[config.mk]
export PLATFORM = sky130hd
export DESIGN_NAME = sprite_view_writer
export DESIGN_NICKNAME = d
export VERILOG_FILES = /design/src/rtl/sprite_view_writer_pkg.sv /design/src/rtl/sprite_view_writer_hit_cmp.sv /design/src/rtl/sprite_view_writer.sv
export SDC_FILE = /design/constraint.sdc
export NUM_CORES = 1
export LEC_CHECK = 0
export ABC_AREA = 1
export BUFFER_PORTS_ARGS = -buffer_cell sky130_fd_sc_hd__buf_4
export CORE_ASPECT_RATIO = 0.7
export CORE_MARGIN = 1
export CORE_UTILIZATION = 40
export CTS_CLUSTER_SIZE = 28
export DETAILED_ROUTE_END_ITERATION = 6
export PLACE_DENSITY = 0.66
export SLEW_MARGIN = 15
export SYNTH_ARGS = -nofsm -noshare
export SYNTH_HDL_FRONTEND = slang
export SYNTH_HIERARCHICAL = 1
export SYNTH_SLANG_ARGS = --single-unit
[constraint.sdc]
create_clock -name clk -period 2.9 [get_ports clk]
set_input_delay 0.58 -clock clk [delete_from_list [all_inputs] [get_ports clk]]
set_output_delay 0.58 -clock clk [all_outputs]
set_load 0.05 [all_outputs]
[src/rtl/sprite_view_writer_pkg.sv]
// Shared constants for the sprite evaluation path: entry layout, view table
// geometry, the clear word and the evaluator FSM states.
package sprite_view_writer_pkg;

    localparam int BYTE           = 8;
    localparam int SPRITE_NUM_MAX = 8;
    localparam int TILE_H         = 8;

    // Bit positions inside one 32-bit sprite entry (OAM and view RAM alike).
    localparam int POSX_LSB   = 24;
    localparam int POSY_LSB   = 16;
    localparam int TILE_LSB   = 8;
    localparam int FLIP_A_BIT = 7;
    localparam int FLIP_B_BIT = 6;
    localparam int PAL_LO_LSB = 4;
    localparam int PAL_HI_BIT = 3;

    // posY=0xFF keeps a cleared slot off every visible line.
    localparam logic [31:0] SPRITE_VIEW_CLEAR_WORD = 32'h00FF_0000;

    typedef enum logic [1:0] {
        ST_IDLE,
        ST_SCAN,
        ST_CLEAR,
        ST_DONE
    } viewState_t;

endpackage

[src/rtl/sprite_view_writer_hit_cmp.sv]
// Combinational vertical hit test: does a sprite's tile band cover lineY?
// Kept standalone so a collision unit can reuse it.
module sprite_hit_cmp #(
    parameter int TILE_H = 8
) (
    input  logic [7:0] lineY,
    input  logic [7:0] posY,
    output logic       hit
);

    logic [8:0] diff;
    logic [7:0] tileH8;

    // The 9th bit catches posY > lineY, so bands never wrap past line 0xFF.
    assign diff   = {1'b0, lineY} - {1'b0, posY};
    assign tileH8 = 8'(TILE_H);
    assign hit    = ~diff[8] && (diff[7:0] < tileH8);

endmodule

[src/rtl/sprite_view_writer.sv]
// Per-scanline sprite evaluator: scans OAM, copies covering sprites into the
// view table, clears the unused slots and reports count / overflow.
module sprite_view_writer
    import sprite_view_writer_pkg::*;
#(
    parameter int OAM_NUM  = 64,
    parameter int VIEW_NUM = sprite_view_writer_pkg::SPRITE_NUM_MAX,
    parameter int TILE_H   = sprite_view_writer_pkg::TILE_H,
    parameter int ENTRY_W  = 4 * sprite_view_writer_pkg::BYTE
) (
    input  logic                        clk,
    input  logic                        rstn,
    input  logic                        start_i,
    input  logic [7:0]                  lineY_i,
    output logic [$clog2(OAM_NUM)-1:0]  oamAddr_o,
    input  logic [ENTRY_W-1:0]          oamData_i,
    output logic                        viewWe_o,
    output logic [$clog2(VIEW_NUM)-1:0] viewAddr_o,
    output logic [ENTRY_W-1:0]          viewData_o,
    output logic                        busy_o,
    output logic                        done_o,
    output logic [$clog2(VIEW_NUM):0]   spriteCount_o,
    output logic                        overflow_o
);

    localparam int AW = $clog2(OAM_NUM);
    localparam int VW = $clog2(VIEW_NUM);
    localparam int CW = VW + 1;

    viewState_t    state, stateNext;
    logic [AW-1:0] addrCnt;
    logic          addrActive;
    logic          rdValid;
    logic [AW-1:0] evalIdx;
    logic [7:0]    lineY;
    logic [CW-1:0] slotCnt, slotCntNext;
    logic [VW-1:0] clrIdx;

    logic               weR, doneR, overflowR;
    logic [VW-1:0]      viewAddrR;
    logic [ENTRY_W-1:0] viewDataR;
    logic [CW-1:0]      spriteCountR;

    logic               weNext, doneNext, ovfHit, slotInc;
    logic [VW-1:0]      addrNext;
    logic [ENTRY_W-1:0] dataNext;
    logic               hit, lastEval;

    sprite_hit_cmp #(.TILE_H(TILE_H)) u_hitCmp (
        .lineY (lineY),
        .posY  (oamData_i[POSY_LSB +: BYTE]),
        .hit   (hit)
    );

    assign lastEval    = rdValid && (evalIdx == AW'(OAM_NUM - 1));
    assign slotCntNext = slotCnt + CW'(slotInc);

    // NOTE: every signal gets a default before the case, otherwise the
    // unassigned branches would infer latches.
    always_comb begin
        stateNext = state;
        weNext    = 1'b0;
        addrNext  = '0;
        dataNext  = '0;
        doneNext  = 1'b0;
        ovfHit    = 1'b0;
        slotInc   = 1'b0;
        case (state)
            ST_IDLE: begin
                if (start_i) stateNext = ST_SCAN;
            end
            ST_SCAN: begin
                if (rdValid && hit) begin
                    if (slotCnt == CW'(VIEW_NUM)) begin
                        ovfHit    = 1'b1;
                        doneNext  = 1'b1;
                        stateNext = ST_IDLE;
                    end else begin
                        weNext   = 1'b1;
                        addrNext = slotCnt[VW-1:0];
                        dataNext = oamData_i;
                        slotInc  = 1'b1;
                    end
                end
                if (lastEval && !ovfHit)
                    stateNext = (slotCntNext < CW'(VIEW_NUM)) ? ST_CLEAR : ST_DONE;
            end
            ST_CLEAR: begin
                weNext   = 1'b1;
                addrNext = clrIdx;
                dataNext = ENTRY_W'(SPRITE_VIEW_CLEAR_WORD);
                if (clrIdx == VW'(VIEW_NUM - 1)) stateNext = ST_DONE;
            end
            ST_DONE: begin
                doneNext  = 1'b1;
                stateNext = ST_IDLE;
            end
            default: stateNext = ST_IDLE;
        endcase
    end

    always_ff @(posedge clk or negedge rstn) begin
        if (!rstn) begin
            state        <= ST_IDLE;
            addrCnt      <= '0;
            addrActive   <= 1'b0;
            rdValid      <= 1'b0;
            evalIdx      <= '0;
            lineY        <= '0;
            slotCnt      <= '0;
            clrIdx       <= '0;
            weR          <= 1'b0;
            viewAddrR    <= '0;
            viewDataR    <= '0;
            doneR        <= 1'b0;
            spriteCountR <= '0;
            overflowR    <= 1'b0;
        end else begin
            state     <= stateNext;
            weR       <= weNext;
            viewAddrR <= addrNext;
            viewDataR <= dataNext;
            doneR     <= doneNext;
            rdValid   <= 1'b0;
            case (state)
                ST_IDLE: begin
                    if (start_i) begin
                        lineY      <= lineY_i;
                        slotCnt    <= '0;
                        addrCnt    <= '0;
                        addrActive <= 1'b1;
                    end
                end
                ST_SCAN: begin
                    // Read data trails its address by one cycle; rdValid/evalIdx track it.
                    if (stateNext != ST_SCAN) begin
                        addrActive <= 1'b0;
                    end else if (addrActive) begin
                        rdValid <= 1'b1;
                        evalIdx <= addrCnt;
                        if (addrCnt == AW'(OAM_NUM - 1)) addrActive <= 1'b0;
                        else                             addrCnt    <= addrCnt + AW'(1);
                    end
                    slotCnt <= slotCntNext;
                    if (stateNext == ST_CLEAR) clrIdx <= slotCntNext[VW-1:0];
                    if (ovfHit) begin
                        spriteCountR <= slotCnt;
                        overflowR    <= 1'b1;
                    end
                end
                ST_CLEAR: clrIdx <= clrIdx + VW'(1);
                ST_DONE: begin
                    spriteCountR <= slotCnt;
                    overflowR    <= 1'b0;
                end
                default: ;
            endcase
        end
    end

    assign oamAddr_o     = addrCnt;
    assign viewWe_o      = weR;
    assign viewAddr_o    = viewAddrR;
    assign viewData_o    = viewDataR;
    assign busy_o        = (state != ST_IDLE);
    assign done_o        = doneR;
    assign spriteCount_o = spriteCountR;
    assign overflow_o    = overflowR;

endmodule

# Word level (Yosys, flattened, before mapping)
# Index checks and enable logic that the tools add are counted.
# op_classes
add_sub_neg	4
multipliers	0
div_mod_pow	0
order_cmp	2
eq_ne	15
shifts	0
muxes	43
bitwise	2
n_reduce_logical	16
# ops
cell	n
$mux W32	2
$pmux W32 S2	1
$mux W6	4
$mux W1	16
$pmux W4 S2	2
$eq A6 B6 Y1 const B	2
$ne A2 B2 Y1 const B	6
$pmux W3 S2	2
$pmux W6 S2	1
$mux W2	5
$mux W3	3
$sub A8 B8 Y9	1
$lt A8 B4 Y1 const B	1
$mux W4	2
$pmux W1 S2	4
$pmux W2 S4	1
$reduce_and A2 Y1	4
$reduce_bool A2 Y1	4
$add A6 B1 Y6 const B	1
$eq A2 B2 Y1 const B	3
$reduce_and A5 Y1	1
$add A4 B1 Y4	1
$eq A4 B4 Y1 const B	1
$logic_and A1 B1 Y1	4
9 further kinds	10
# word_totals
register_bits	73
latchBits	0
ram_bits	0
romBits	0
inputBits	43
out_inout_bits	49
wordCells	96
memories	0

# Depth between registers and ports, before layout
# depth
ltp_word	14
mapped_depth	28
ltp_nobuf	28

# Cells and area by module
# The synthesis kept the hierarchy.
# by_module_without_submodules
module	n_inst	cells_each	area_per_inst_um2	seq_area_each_um2
sprite_view_writer	1	326	3136.8	1826.8
sprite_hit_cmp	1	88	406.6	0.0

# Least setup slack after synthesis
# OpenSTA, ideal clock, no wires.
# synth_path
path_kind	input -> register
from	input oamData_i[19]
to	register evalIdx[3]
setup_ps	121
t_arrival_ps	3028
required_time_ps	2779
setup_slack_ps	-249
stages	27
path_buffers	0
path_cell_list	inv_1 > ha_1 > nand2_1 > inv_1 > nand2_1 > nand3_1 > nand2_1 > nand2_1 > nor2_1 > nand2_1 > nor2_1 > nand2_1 > nor2_1 > nand2_1 > inv_2 > ha_1 > nand3_2 > nand2_1 > nand2_1 > nand2_1 > nand3_2 > a21oi_4 > nand2_4 > nor2_8 > nand2_4 > nand2_1 > o21ai_2
# synth_via
elab_chain_cells	14
word_cells_on_any_way	20
cone_classes	add/sub (2); order compare (2); eq/ne (1); mux (8); bitwise (2); reduce/logical (5)
# synth_lines
element	line_no	rtl
start: declaration	sprite_view_writer.sv:16	input logic [ENTRY_W-1:0] oamData_i,
$sub A8 B8 Y9 *	sprite_view_writer_hit_cmp.sv:15	assign diff = {1'b0, lineY} - {1'b0, posY};
$lt A8 B4 Y1 / $not A1 Y1 (equally long branches)	sprite_view_writer_hit_cmp.sv:17	assign hit = ~diff[8] && (diff[7:0] < tileH8);
$logic_and A1 B1 Y1 *	sprite_view_writer_hit_cmp.sv:17	
net hit	sprite_view_writer.sv:47	logic hit, lastEval;
$logic_and A1 B1 Y1 *	sprite_view_writer.sv:73	if (rdValid && hit) begin
$mux W1	sprite_view_writer.sv:73	
$mux W1	sprite_view_writer.sv:68	case (state)
$add A4 B1 Y4	sprite_view_writer.sv:56	assign slotCntNext = slotCnt + CW'(slotInc);
$lt A4 B4 Y1	sprite_view_writer.sv:86	stateNext = (slotCntNext < CW'(VIEW_NUM)) ? ST_CLEAR : ST_DONE;
$mux W1	sprite_view_writer.sv:86	
$mux W2 *	sprite_view_writer.sv:85	if (lastEval && !ovfHit)
$pmux W2 S4 *	sprite_view_writer.sv:68	
net stateNext[0]	sprite_view_writer.sv:30	viewState_t state, stateNext;
$ne A2 B1 Y1 *	sprite_view_writer.sv:136	if (stateNext != ST_SCAN) begin
$not A1 Y1 (no line) *	n/a	
$reduce_and A3 Y1 (no line) *	n/a	
end signal: assignment	sprite_view_writer.sv:140	evalIdx <= addrCnt;
end: declaration	sprite_view_writer.sv:34	logic [AW-1:0] evalIdx;
# The timed path passes the listed nets; every way through them passes the cells marked *. The select of a mux whose other input is x is not followed.
# A chain may end at the register's enable or synchronous reset.

# Worst setup path after layout
# layout_path
from	register lineY[4]
to	register addrCnt[0], in the netlist oamAddr_o[0]
# layout_via
elab_chain_cells	14
word_cells_on_any_way	20
cone_classes	add/sub (2); order compare (2); eq/ne (2); mux (8); bitwise (1); reduce/logical (5)
# layout_lines
element	line_no	rtl
start: declaration	sprite_view_writer.sv:35	logic [7:0] lineY;
start signal: assignment	sprite_view_writer.sv:128	lineY <= lineY_i;
$sub A8 B8 Y9 *	sprite_view_writer_hit_cmp.sv:15	
$lt A8 B4 Y1 / $not A1 Y1 (equally long branches)	sprite_view_writer_hit_cmp.sv:17	
$logic_and A1 B1 Y1 *	sprite_view_writer_hit_cmp.sv:17	
net hit	sprite_view_writer.sv:47	
$logic_and A1 B1 Y1 *	sprite_view_writer.sv:73	
$mux W1	sprite_view_writer.sv:73	
$mux W1	sprite_view_writer.sv:68	
$add A4 B1 Y4	sprite_view_writer.sv:56	
$lt A4 B4 Y1	sprite_view_writer.sv:86	
$mux W1	sprite_view_writer.sv:86	
$mux W2 *	sprite_view_writer.sv:85	
$pmux W2 S4 *	sprite_view_writer.sv:68	
net stateNext[0]	sprite_view_writer.sv:30	
$ne A2 B1 Y1 *	sprite_view_writer.sv:136	
$ne A2 B2 Y1 (no line) *	n/a	
$reduce_and A5 Y1 (no line) *	n/a	
end signal: assignment	sprite_view_writer.sv:142	else addrCnt <= addrCnt + AW'(1);
end: declaration	sprite_view_writer.sv:31	logic [AW-1:0] addrCnt;
# Marked as above.

==> results.sh <==
export IMPL_status="complete, but fails checks"
export IMPL_violations="negative setup slack"
export IMPL_wl_met3_um=859
export IMPL_crit_end="oamAddr_o[0]"
export IMPL_yosys_cell_count_top_type="nand2_1"
export IMPL_slew_headroom_pct=24.0
export IMPL_drive_gt1_share_pct=38.1
export IMPL_cts_max_level=3
export IMPL_critPathLaunchType="flip-flop"
export IMPL_r2r_start="lineY[4]"
export IMPL_synth_ff_type="dfrtp_1"
export IMPL_synth_area_leader_cell="dfrtp_1"
export IMPL_ios=92
export IMPL_cts_tree="yes"
export IMPL_worstSetupPathType="reg -> reg"
export IMPL_synthDistinctLibCells=32
export IMPL_max_cap_violations=0
export IMPL_clk_insertion_delay_late_ns=0.33
export IMPL_hold_viol=0
export IMPL_drc=0
export IMPL_synth_area_top_cells="dfrtp_1, nand2_1, inv_1"
export IMPL_holdWs_ns=0.391
export IMPL_fmax_mhz=320
export IMPL_fin_util_pct=60.8
export IMPL_start_util_pct=41.6
export IMPL_die_w_um=114
export IMPL_clock_skew_ns=0.00793
export IMPL_wl_per_cell_um=13.5
export IMPL_min_path_type="in -> async"
export IMPL_max_slew_worst_pin_slew_ns=1.13
export IMPL_gp_congestion=0.864
export IMPL_cp_max_fo=7
export IMPL_diodes=0
export IMPL_slew_violations=0
export IMPL_crit_path_end_kind="flip-flop"
export IMPL_cts_buffers=9
export IMPL_ctsHoldBuffers=0
export IMPL_yosys_area_top_type_share_pct=51.6
export IMPL_period_minus_slack_ns=3.13
export IMPL_rrSetupSlack_ns=-0.23
export IMPL_die_area_mm2=0.00924
export IMPL_grt_max_degree=74
export IMPL_synthCells=414
export IMPL_yosys_top_cells_count="nand2_1, dfrtp_1, inv_1"
export IMPL_detail_route_antenna_nets=0
export IMPL_drtIter0Drc=190
export IMPL_vias=3084
export IMPL_wl_met1_um=4110
export IMPL_setup_violations_final=18
export IMPL_routed_wl_um=9040
export IMPL_routed_top_layer="met4"
export IMPL_fin_crit_sh_pct=108
export IMPL_cp_required_ns=3.12
export IMPL_die_h_um=80.7
export IMPL_grt_pass1_vias=3004
export IMPL_portBuffers=91
export IMPL_placementRows=28
export IMPL_synth_avg_cell_area_um2=8.56
export IMPL_wl_met2_um=3990
export IMPL_ys_warn_count=6
export IMPL_cts_buffer_depth=2
export IMPL_dp_hpwl_um=6110
export IMPL_crit_path_start="lineY[4]"
export IMPL_rr_worst_depth=26
export IMPL_area_growth_pct=46.2
export IMPL_leakagePower_nw=2.87
export IMPL_antenna_found_initial=0
export IMPL_setup_tns_ns=-3.40
export IMPL_cts_clk_slew_worst_paths_ns=0.06
export IMPL_async_reset_ff_share_pct=100
export IMPL_seq_area_frac_synth_pct=51.6
export IMPL_core_mm2=0.00851
export IMPL_ys_seq_elements=73
export IMPL_timing_rr_end="oamAddr_o[0]"
export IMPL_viasPerCell=4.62
export IMPL_rsz0062_at_grt="true"
export IMPL_grt_overflow_total=0
export IMPL_netlist_area_mm2=0.00354
export IMPL_syn_nets=473
export IMPL_cts_sinks=73
export IMPL_dpl_instance_area_mm2=0.00460
export IMPL_grt_pass1_wl_um=14500
export IMPL_root_buffer="clkbuf_16"
export IMPL_grt_usage_pct=21.0
export IMPL_powerDensity_mw_per_mm2=910
export IMPL_dp_slack_ns=-0.478
export IMPL_nNetsFinal=602
export IMPL_synth_edff_count=0
export IMPL_crit_arrival_ns=3.35
export IMPL_vdd_drop_max_uv=366
export IMPL_layout_setup_ws_ns=-0.225
export IMPL_first_pass_iters=4
export IMPL_postLayoutCellArea_mm2=0.00518
-- metrics by stage --
stage	cells	power, mW
4_1_cts	668	4.62
3_3_place_gp	634	3.27
6_report	668	4.71
2_1_floorplan	414	2.75
3_5_place_dp	634	3.30
5_1_grt	668	4.99
-- per-layer routing --
metal	global-route usage (%)	up-vias
li1	-	1542
met1	28.3	1414
met2	31.6	120
met3	8.13	8
met4	5.84	0
met5	0	-
-- cell usage in the layout, fill, tap and decap left out, drive strengths merged, types with 9 or more instances in the layout --
cell type,Yosys,routed
buf,2,124
inv,73,73
clkbuf,5,12
ha,16,16
dfrtp,73,73
nand3,35,35
o21ai,9,9
nand2,109,110
nor2,54,54
a21oi,12,12
-- state kept, by name, summed over array words and instances (netlist names) --
name           count
state              2
addrActive         1
rdValid            1
done_o             1
viewWe_o           1
spriteCount_o      4
evalIdx            6
slotCnt            4
viewData_o        32
viewAddr_o         3
oamAddr_o          6
clrIdx             3
lineY              8
overflow_o         1
-- how the worst min path moves through the flow --
stage | slack [ns] | endpoint | start | cells past startpoint
2_1_floorplan | 0.28 | addrActive | rstn | 0
4_1_cts | 0.44 | evalIdx[4] | rstn | 1
5_1_grt | 0.45 | viewData_o[28] | oamData_i[28] | 3
3_5_place_dp | 0.46 | evalIdx[0] | evalIdx[0] | 2
6_report | 0.39 | evalIdx[0] | rstn | 1
3_3_place_gp | 0.45 | evalIdx[2] | evalIdx[2] | 2
-- critical path, cell delays in order (launching register included) --
cell and delay (ns):
dfrtp_1 0.40, ha_4 0.26, a21oi_4 0.15, nor2_1 0.06
nor2_1 0.15, nand2_1 0.08, nand2_1 0.07, nand2_1 0.06
nand2_1 0.05, nor2_1 0.04, nand2_1 0.10, nor2_2 0.06
nand2_2 0.07, inv_2 0.05, ha_4 0.16, buf_4 0.13
buf_6 0.10, nand4_1 0.07, nand2_1 0.07, nand2_1 0.07
nand3_2 0.08, a21oi_4 0.22, nand3_2 0.12, nand2_4 0.12
nand2_8 0.08, nand2_2 0.11, nand2_1 0.05
-- cells by family (layout without fill, tap and decap cells) --
| family | count (synthesis) | in the layout | share of synthesized area, % |
|---|---|---|---|
| and+or+nand+nor | 205 | 206 | 25.6 |
| buffers and inverters | 80 | 213 | 8.55 |
| DFF | 73 | 73 | 51.6 |
| AOI/OAI and AO/OA | 30 | 30 | 5.65 |
| adders and majority gates | 16 | 16 | 5.65 |
| muxes | 8 | 8 | 2.54 |
| xor gates and xnor gates | 2 | 2 | 0.494 |
-- area by class of cell --
cell class              count  area [um2]
clock buffers              12         246
clock inverters             4        76.3
fillers                   720        3330
inverters                  73         294
multi-input cells         262        1620
flip-flops and latches     73        1830
well taps                 120         150
repair buffers            124         961
-- power by group --
| part | switching, mW | internal, mW | total (mW) |
|---|---|---|---|
| clock | 0.422 | 0.779 | 1.20 |
| combinational | 1.35 | 0.807 | 2.16 |
| sequential | 0.154 | 1.21 | 1.36 |
-- repair_timing --
item	CTS	global route
gates resized for setup	16	18
gates cloned	1	0
pin swaps	27	17
setup buffers	17	7
setup endpoints to repair	17	19
No activity file was read; power rests on OpenSTA's default activity.
